**src/rtl/pe_conv_row_unit.sv**
```systemverilog
// One PE of a 1-D convolution systolic row: 3-tap delay line, three pipelined
// unsigned multipliers and a registered partial-sum adder. Weights and tap0 go downstream.
module pe_conv_row_unit #(
  parameter int IFMAP_W = 8,
  parameter int WGT_W   = 4,
  parameter int PSUM_W  = 14
) (
  input  logic                 clk,
  input  logic                 rst,
  input  logic                 en,
  input  logic [3*WGT_W-1:0]   filtr_in,
  input  logic [IFMAP_W-1:0]   ifmap_shift_in,
  input  logic [PSUM_W-1:0]    psum_in,
  output logic [3*WGT_W-1:0]   filtr_out,
  output logic [IFMAP_W-1:0]   ifmap_shift_out,
  output logic [PSUM_W-1:0]    psum_out
);
  localparam int TAPS   = 3;
  localparam int PROD_W = IFMAP_W + WGT_W;

  logic [TAPS-1:0][IFMAP_W-1:0] r_tap;
  logic [TAPS-1:0][PROD_W-1:0]  r_prod;
  logic [TAPS-1:0][PROD_W-1:0]  w_prod;
  logic [PSUM_W-1:0]            r_psum;
  logic [3*WGT_W-1:0]           r_filtr;
  logic [PSUM_W-1:0]            w_sum;

  always_ff @(posedge clk) begin
    if (rst) begin
      r_tap   <= '0;
      r_filtr <= '0;
    end else if (en) begin
      r_tap   <= {r_tap[TAPS-2:0], ifmap_shift_in};
      r_filtr <= filtr_in;
    end
  end

  // Weights come straight from filtr_in, not the forwarded (delayed) copy.
  for (genvar k = 0; k < TAPS; k++) begin : g_mul
    assign w_prod[k] = PROD_W'(r_tap[k]) * PROD_W'(filtr_in[k*WGT_W +: WGT_W]);

    always_ff @(posedge clk) begin
      if (rst)     r_prod[k] <= '0;
      else if (en) r_prod[k] <= w_prod[k];
    end
  end

  // Products zero-extend into the psum width; the sum wraps modulo 2^PSUM_W.
  assign w_sum = psum_in + PSUM_W'(r_prod[0]) + PSUM_W'(r_prod[1]) + PSUM_W'(r_prod[2]);

  always_ff @(posedge clk) begin
    if (rst)     r_psum <= '0;
    else if (en) r_psum <= w_sum;
  end

  assign filtr_out       = r_filtr;
  assign ifmap_shift_out = r_tap[0];
  assign psum_out        = r_psum;
endmodule

```
**config.mk**
```make
export PLATFORM = sky130hd
export DESIGN_NAME = pe_conv_row_unit
export DESIGN_NICKNAME = d
export VERILOG_FILES = /design/src/rtl/pe_conv_row_unit.sv
export SDC_FILE = /design/constraint.sdc
export NUM_CORES = 1
export LEC_CHECK = 0
export CORE_MARGIN = 4
export CORE_UTILIZATION = 45
export DETAILED_ROUTE_END_ITERATION = 8
export PLACE_DENSITY_LB_ADDON = 0.2
export SLEW_MARGIN = 20
export SYNTH_ARGS = -nofsm -noshare
export SYNTH_HDL_FRONTEND = slang
export SYNTH_SLANG_ARGS = --single-unit
```
**constraint.sdc**
```tcl
create_clock -name clk -period 10.21 [get_ports clk]
set_clock_uncertainty 0.05 [all_clocks]
set_input_delay 2.042 -clock clk [delete_from_list [all_inputs] [get_ports clk]]
set_output_delay 2.042 -clock clk [all_outputs]
set_load 0.1 [all_outputs]
```
* After elaboration in Yosys (flattened, before gate mapping) *
Index checks and enable logic that the tools add are counted.

word-level totals
  output and inout bits = 34
  input bits = 37
  flip-flop bits (word level) = 86
  word-level logic and storage cells = 14

cells by class
  add/subtract/negate cells = 3
  multipliers = 3

operators by type and width
  operator                    number
  adder 14 x 12 -> 14 bit     3
  multiplier 8 x 4 -> 12 bit  3

* Longest topological paths before layout *
Gate-level depths: netlist of the first run.

  depth after elaboration = 3
  mapped depth = 12
  depth with buffers taken out = 11

* Least setup slack after synthesis of the first run *
OpenSTA, ideal clock, no wires.

  kind = input -> register
  start point = input port psum_in[1]
  end point = register r_psum[9], in the netlist psum_out[9]
  path buffers = 0
  stages = 11
  data required time = 10.038 ns
  setup slack = 5.397 ns
  arrival time = 4.641 ns
  library setup time = 0.122 ns
  cell sequence = inv_1 -> fa_1 -> inv_1 -> fa_1 -> ha_1 -> fa_1 -> a211oi_2 -> o21ai_1 -> a31oi_1 -> nor4_1 -> a311o_1

between the ends
  longest elaborated chain between the ends = 3

ends and longest elaborated chain
  element                                line  RTL
  start: declaration                     13    input logic [PSUM_W-1:0] psum_in,
  adder 14 x 12 -> 14 bit (3 in series)  49    assign w_sum = psum_in + PSUM_W'(r_prod[0]) + PSUM_W'(r_prod[1]) + PSUM_W'(r_prod[2]);
  end signal: assignment                 53    else if (en) r_psum <= w_sum;
  end: declaration                       24    logic [PSUM_W-1:0] r_psum;

Every way passes these cells.
A chain may end at the register's enable or synchronous reset.

* Final worst setup path of the first run *
  start point = input port filtr_in[1]
  end point = register r_prod[10] in the netlist's numbering

between the ends
  longest elaborated chain between the ends = 1

ends and longest elaborated chain
  element                         line  RTL
  start: declaration              11    input logic [3*WGT_W-1:0] filtr_in,
  multiplier 8 x 4 -> 12 bit      40    assign w_prod[k] = PROD_W'(r_tap[k]) * PROD_W'(filtr_in[k*WGT_W +: WGT_W]);
  end signal: indexed assignment  44    else if (en) r_prod[k] <= w_prod[k];
  end: declaration                22    logic [TAPS-1:0][PROD_W-1:0] r_prod;

Every way passes these cells.

==> impl_metrics.yaml, run 1 <==
finish:
  final_layout_size_suffix_gt1_frac: 0.02977
  final_common_cell: "inv_1"
  area_growth_pct: 14.32
  final_nets: 1062
  final_cells: 1123
  nFillCells: 1523
  antenna_cells: 0
  final_cell_mix: "128 x inv_1, 86 x dfxtp_1, 74 x and2_1"
floorplanning:
  die_y_um: 135.9
  rows: 46
  core_area_um2: 15940
  ios: 71
  start_util: 0.4615
  dieArea_um2: 18460
  die_w_um: 135.9
placement:
  io_buffer_count: 70
  gp_congestion: 0.8480
  dp_hpwl_mm: 12.10
  place_inst: 1108
pwr:
  p_leak_nw: 3.852
  power.density_nw_per_um2: 116.2
  irDropWorstVdd_uv: 80.99
synthesis:
  syn-instance-count: 863
  ys.flop_type: "dfxtp_1"
  synth-async-reset-ratio: 0
  synth_top_area_cell: "dfxtp_1"
  synthTopCellsByArea: "dfxtp_1 23%, fa_1 16%, ha_1 11%"
  synth_adder_area_share: 0.2687
  synth-seq-cells: 86
  synthesis.area_um2: 7358
  synth-simple-area-share: 0.2034
  syn_nets: 1022
  yosysSeqAreaShare: 0.2340
  yosysWarnings: 0
  synthMuxAreaShare: 0.07754
  synth_top_family_by_area: "adder cells"
  synth_top_area_share: 0.2340
  synth-compound-area-share: 0.1100
  yosysUniqueCellTypes: 52
  synth_xor_area_frac: 0.01190
  synth_edf_count: 0
  syn_avg_cell_area_um2: 8.526
global_route:
  grt_use_total: 0.1892
  busiest_layer: "met2"
  gr-total-overflow: 0
  grtUsageMet1: 0.2686
  grt_max_degree: 101
  grt_pass1_vias: 5655
  grt_antenna_before_repair: 0
  use_met2: 0.2959
  grt_pass1_wl_mm: 28.10
  grt_use_met3: 0.03923
clocking:
  clk-insertion-delay-late_ns: 0.35
  hold_buffers: 0
  cts_made_buffers: 9
  cts.sinks: 86
  root_buffer: "clkbuf_16"
  clockBufferDepth: 2
  post_cts_buffers: 0
  ctsResizeCount: 0
  path_clk_slew_ns: 0.06
  htreeDepth: 3
  cts_tree: "yes"
setup_path:
  r2r_cells: 10
  r2r_end: "r_prod[10]"
  path_max_fanout: 9
  reg2reg_from: "ifmap_shift_out[2]"
  arrival_ns: 5.43
  startpoint_type: "input pin"
  end_kind: "register"
  path_class: "input pin to register"
  timing.critical_path.required_ns: 10.35
  r2r_slack_ns: 6.72
  crit_start: "filtr_in[1]"
sta:
  slew_violations: 0
  fin_crit_sh: 0.5186
  max_slew_margin: 0.3326
  final_hold_viol_count: 0
  setup_viol: 0
  tns_ns: 0
  worst_pin_slew_ns: 1.001
  rsz0062_at_grt: "false"
  max_freq_mhz: 188.9
  min_period_ns: 5.295
route:
  vias_per_cell: 5.141
  drt_iter0_drc: 298
  drc: 0
  totalWireLength_mm: 16.23
  ant_nets: 0
  firstDrtPassIters: 5
  dr_total_vias: 5773
  wl_per_cell_um: 14.45
run_status:
  status: "finished clean"
run:
  max_cap_violations: 0
min_path:
  hold_depth: 2
  min_from: "r_prod[17]"
  hold_path_end: "r_prod[17]"
  hp-class: "register to register"
==> registers in the layout, indices dropped and copies added, names as in the netlist <==
name	flops
r_tap	16
r_prod	36
filtr_out	12
psum_out	14
ifmap_shift_out	8
==> final cells by class <==
class	instances	area [µm²]	share of cell area
inverter	129	484.2	0.05756
multi-input combinational	604	4941	0.5874
timing repair buffer	73	718.2	0.08538
clock buffer	13	260.3	0.03094
clock inverter	2	16.27	0.001934
tap	216	270.3	0.03213
sequential	86	1722	0.2047
==> through the flow <==
| step | power, mW | setup slack, ns | utilization | area [µm²] | hold WS [ns] |
|---|---|---|---|---|---|
| final | 0.9774 | 4.915 | 0.5276 | 8412 | 0.4169 |
| after global routing | 1.036 | 4.721 | 0.5276 | 8412 | 0.4369 |
| after floorplan | 0.5971 | 5.397 | - | 7358 | 0.3901 |
| after detailed placement | 0.6694 | 4.528 | 0.5103 | 8135 | 0.4073 |
| after CTS | 0.9906 | 4.902 | 0.5276 | 8412 | 0.4185 |
| after global placement | 0.6675 | 4.565 | 0.5103 | 8135 | 0.4040 |
==> synth_stat cells, types with 4 or more instances <==
library cell  number
a21oi_1           35
nand3b_1           4
nor2_1            65
ha_1              62
nor4b_1            4
and3_1             5
fa_1              60
xnor2_1            9
inv_1            128
mux2i_1           57
clkbuf_1          19
a211oi_1           6
buf_1              4
nor3_1            32
o311ai_0           9
nand3_1           19
nand2_1           67
buf_4              8
nor2b_1            5
nand4b_1           5
a31oi_1            7
a21o_1            15
o21ai_0           17
dfxtp_1           86
nand4_1            5
buf_2             13
and2_1            74
==> cells by family after synthesis <==
logic type      after synthesis
compound gates              119
fa+ha+maj                   122
mux                          57
xor+xnor                     10
flops                        86
simple gates                296
buf+inv                     173
==> metal layers <==
metal  part of all wire  up-vias
met5                  0        -
met4              0.016        0
met3              0.040       17
met2               0.44      100
met1               0.51     2709
li1                   -     2947
==> power by group <==
| group | leakage [nW] | internal, mW | switching (mW) | total (mW) |
|---|---|---|---|---|
| Clock | 0.132 | 0.178 | 0.138 | 0.316 |
| Sequential | 0.702 | 0.354 | 0.0145 | 0.368 |
| Combinational | 3.02 | 0.0980 | 0.195 | 0.293 |
| Total | 3.85 | 0.630 | 0.348 | 0.977 |
==> worst max-delay path: stages <==
cell and delay, ns:
clkdlybuf4s50_1 0.61, nand2_1 0.12, fa_1 0.54, inv_1 0.05, fa_1 0.54, fa_1 0.47
a21oi_1 0.21, o21ai_0 0.16, o41ai_1 0.34, mux2i_1 0.22, o311ai_0 0.13
==> how the worst max path moves through the flow <==
stage | to | cells past startpoint | slack, ns
finish | r_prod[10] | 11 | 4.92
global route | r_prod[10] | 11 | 4.72
CTS | r_prod[10] | 11 | 4.90
detailed placement | r_prod[10] | 11 | 4.53
global placement | r_prod[10] | 11 | 4.56
floorplan | psum_out[9] | 11 | 5.40
Note: power is estimated with default switching activity, not from simulation.
==> inputs of run 2 (changes only) <==
clock period = 4.9 ns   (was 10.21 ns; I/O delays follow)
==> impl_metrics.yaml, run 2 (same netlist as run 1, synthesis figures left out) <==
clocking:
  clk-insertion-delay-late_ns: 0.35
  cts_made_buffers: 9
  hold_buffers: 0
  cts.sinks: 86
  cts_tree: "yes"
  clockBufferDepth: 2
  htreeDepth: 3
  post_cts_buffers: 0
  ctsResizeCount: 0
  root_buffer: "clkbuf_16"
  path_clk_slew_ns: 0.07
pwr:
  power_mw: 2.053
  net-switching-power_uw: 757.4
  clkPwrFrac: 0.328
  comb_power_share: 0.298
  p_leak_nw: 3.868
  p_int_mw: 1.295
  irDropWorstVdd_uv: 174.4
  power.density_nw_per_um2: 243.2
  switching_share: 0.3690
  seqPwrFrac: 0.373
global_route:
  grt_max_degree: 101
  grt_pass1_wl_mm: 28.93
  grt_use_total: 0.1951
  grt_antenna_before_repair: 0
  gr-total-overflow: 0
  grt_pass1_vias: 5858
floorplanning:
  ios: 71
  core_area_um2: 15940
  start_util: 0.4615
  die_y_um: 135.9
  die_w_um: 135.9
  rows: 46
  dieArea_um2: 18460
setup_path:
  path_max_fanout: 9
  timing.critical_path.required_ns: 5.04
  startpoint_type: "input pin"
  path_class: "input pin to register"
  end_kind: "register"
  arrival_ns: 4.39
sta:
  fin_crit_sh: 0.8672
  slew_violations: 0
  final_hold_viol_count: 0
  rsz0062_at_grt: "false"
  max_freq_mhz: 235.3
  setup_viol: 0
  min_period_ns: 4.249
  worst_pin_slew_ns: 1.027
  max_slew_margin: 0.3153
  tns_ns: 0
finish:
  regMostFlops: "r_prod"
  final_layout_size_suffix_gt1_frac: 0.03513
  largest_reg_flops: 36
  final_cell_mix: "128 x inv_1, 86 x dfxtp_1, 74 x and2_1"
  area_growth_pct: 14.71
  nFillCells: 1552
  antenna_cells: 0
  fin_area_um2: 8441
  final_common_cell: "inv_1"
  final_nets: 1065
run_status:
  status: "finished clean"
route:
  wl_per_cell_um: 14.65
  drt_iter0_drc: 340
  dr_total_vias: 5804
  drc: 0
  firstDrtPassIters: 4
  vias_per_cell: 5.150
  totalWireLength_mm: 16.51
  ant_nets: 0
placement:
  dp_hpwl_mm: 12.51
  placed_area_um2: 8158
  io_buffer_count: 70
  gp_congestion: 0.8675
min_path:
  hp-class: "register to register"
run:
  max_cap_violations: 0
## run 2: path summary, 6_finish.rpt
check	from	endpoint	slack, ns	cells past startpoint
setup / recovery	filtr_in[1]	r_prod[10]	0.65	11
hold / removal	r_prod[29]	r_prod[29]	0.42	2
setup reg to reg	ifmap_shift_out[2]	r_prod[10]	1.37	10
hold reg to reg	r_prod[29]	r_prod[29]	0.42	2
## run 2: stage by stage
stage | hold slack [ns] | std cells | utilization | setup slack [ns]
after global routing | 0.4394 | 1127 | 0.5294 | 0.3989
after global placement | 0.4033 | 1111 | 0.5117 | 0.3431
after CTS | 0.4173 | 1127 | 0.5294 | 0.6559
after detailed placement | 0.4063 | 1111 | 0.5117 | 0.2784
after floorplan | 0.3901 | 863 | - | 1.149
final | 0.4150 | 1127 | 0.5294 | 0.6507
## run 2: layout make-up
| type | count | area, µm² | area share |
|---|---|---|---|
| Multi-Input combinational cell | 604 | 4941 | 0.5854 |
| Inverter | 129 | 484.2 | 0.05737 |
| Timing Repair Buffer | 76 | 740.7 | 0.08776 |
| Sequential cell | 86 | 1722 | 0.2040 |
| Clock buffer | 10 | 229.0 | 0.02713 |
| Clock inverter | 6 | 53.80 | 0.006374 |
| Tap cell | 216 | 270.3 | 0.03202 |
## run 2: critical path: stages
cell and delay (ns):
clkdlybuf4s50_1 0.60, nand2_1 0.12, fa_1 0.54, inv_1 0.05
fa_1 0.52, fa_1 0.47, a21oi_1 0.20, o21ai_0 0.20
o41ai_1 0.34, mux2i_1 0.22, o311ai_0 0.13
## run 2: power groups by stage
| stage | combinational, mW | clock, mW | sequential, mW |
|---|---|---|---|
| 2_1_floorplan | 0.329 | 0 | 0.915 |
| 3_3_place_gp | 0.609 | 0 | 0.783 |
| 3_5_place_dp | 0.614 | 0 | 0.783 |
| 4_1_cts | 0.618 | 0.697 | 0.767 |
| 5_1_grt | 0.677 | 0.732 | 0.772 |
| 6_report | 0.612 | 0.674 | 0.766 |
## run 2: layer usage
layer	track usage	wire length [µm]	vias up
met5	0	0	-
met4	0.05823	295	0
met3	0.03553	671	18
met2	0.3106	7403	108
met1	0.2717	8136	2724
li1	-	-	2954
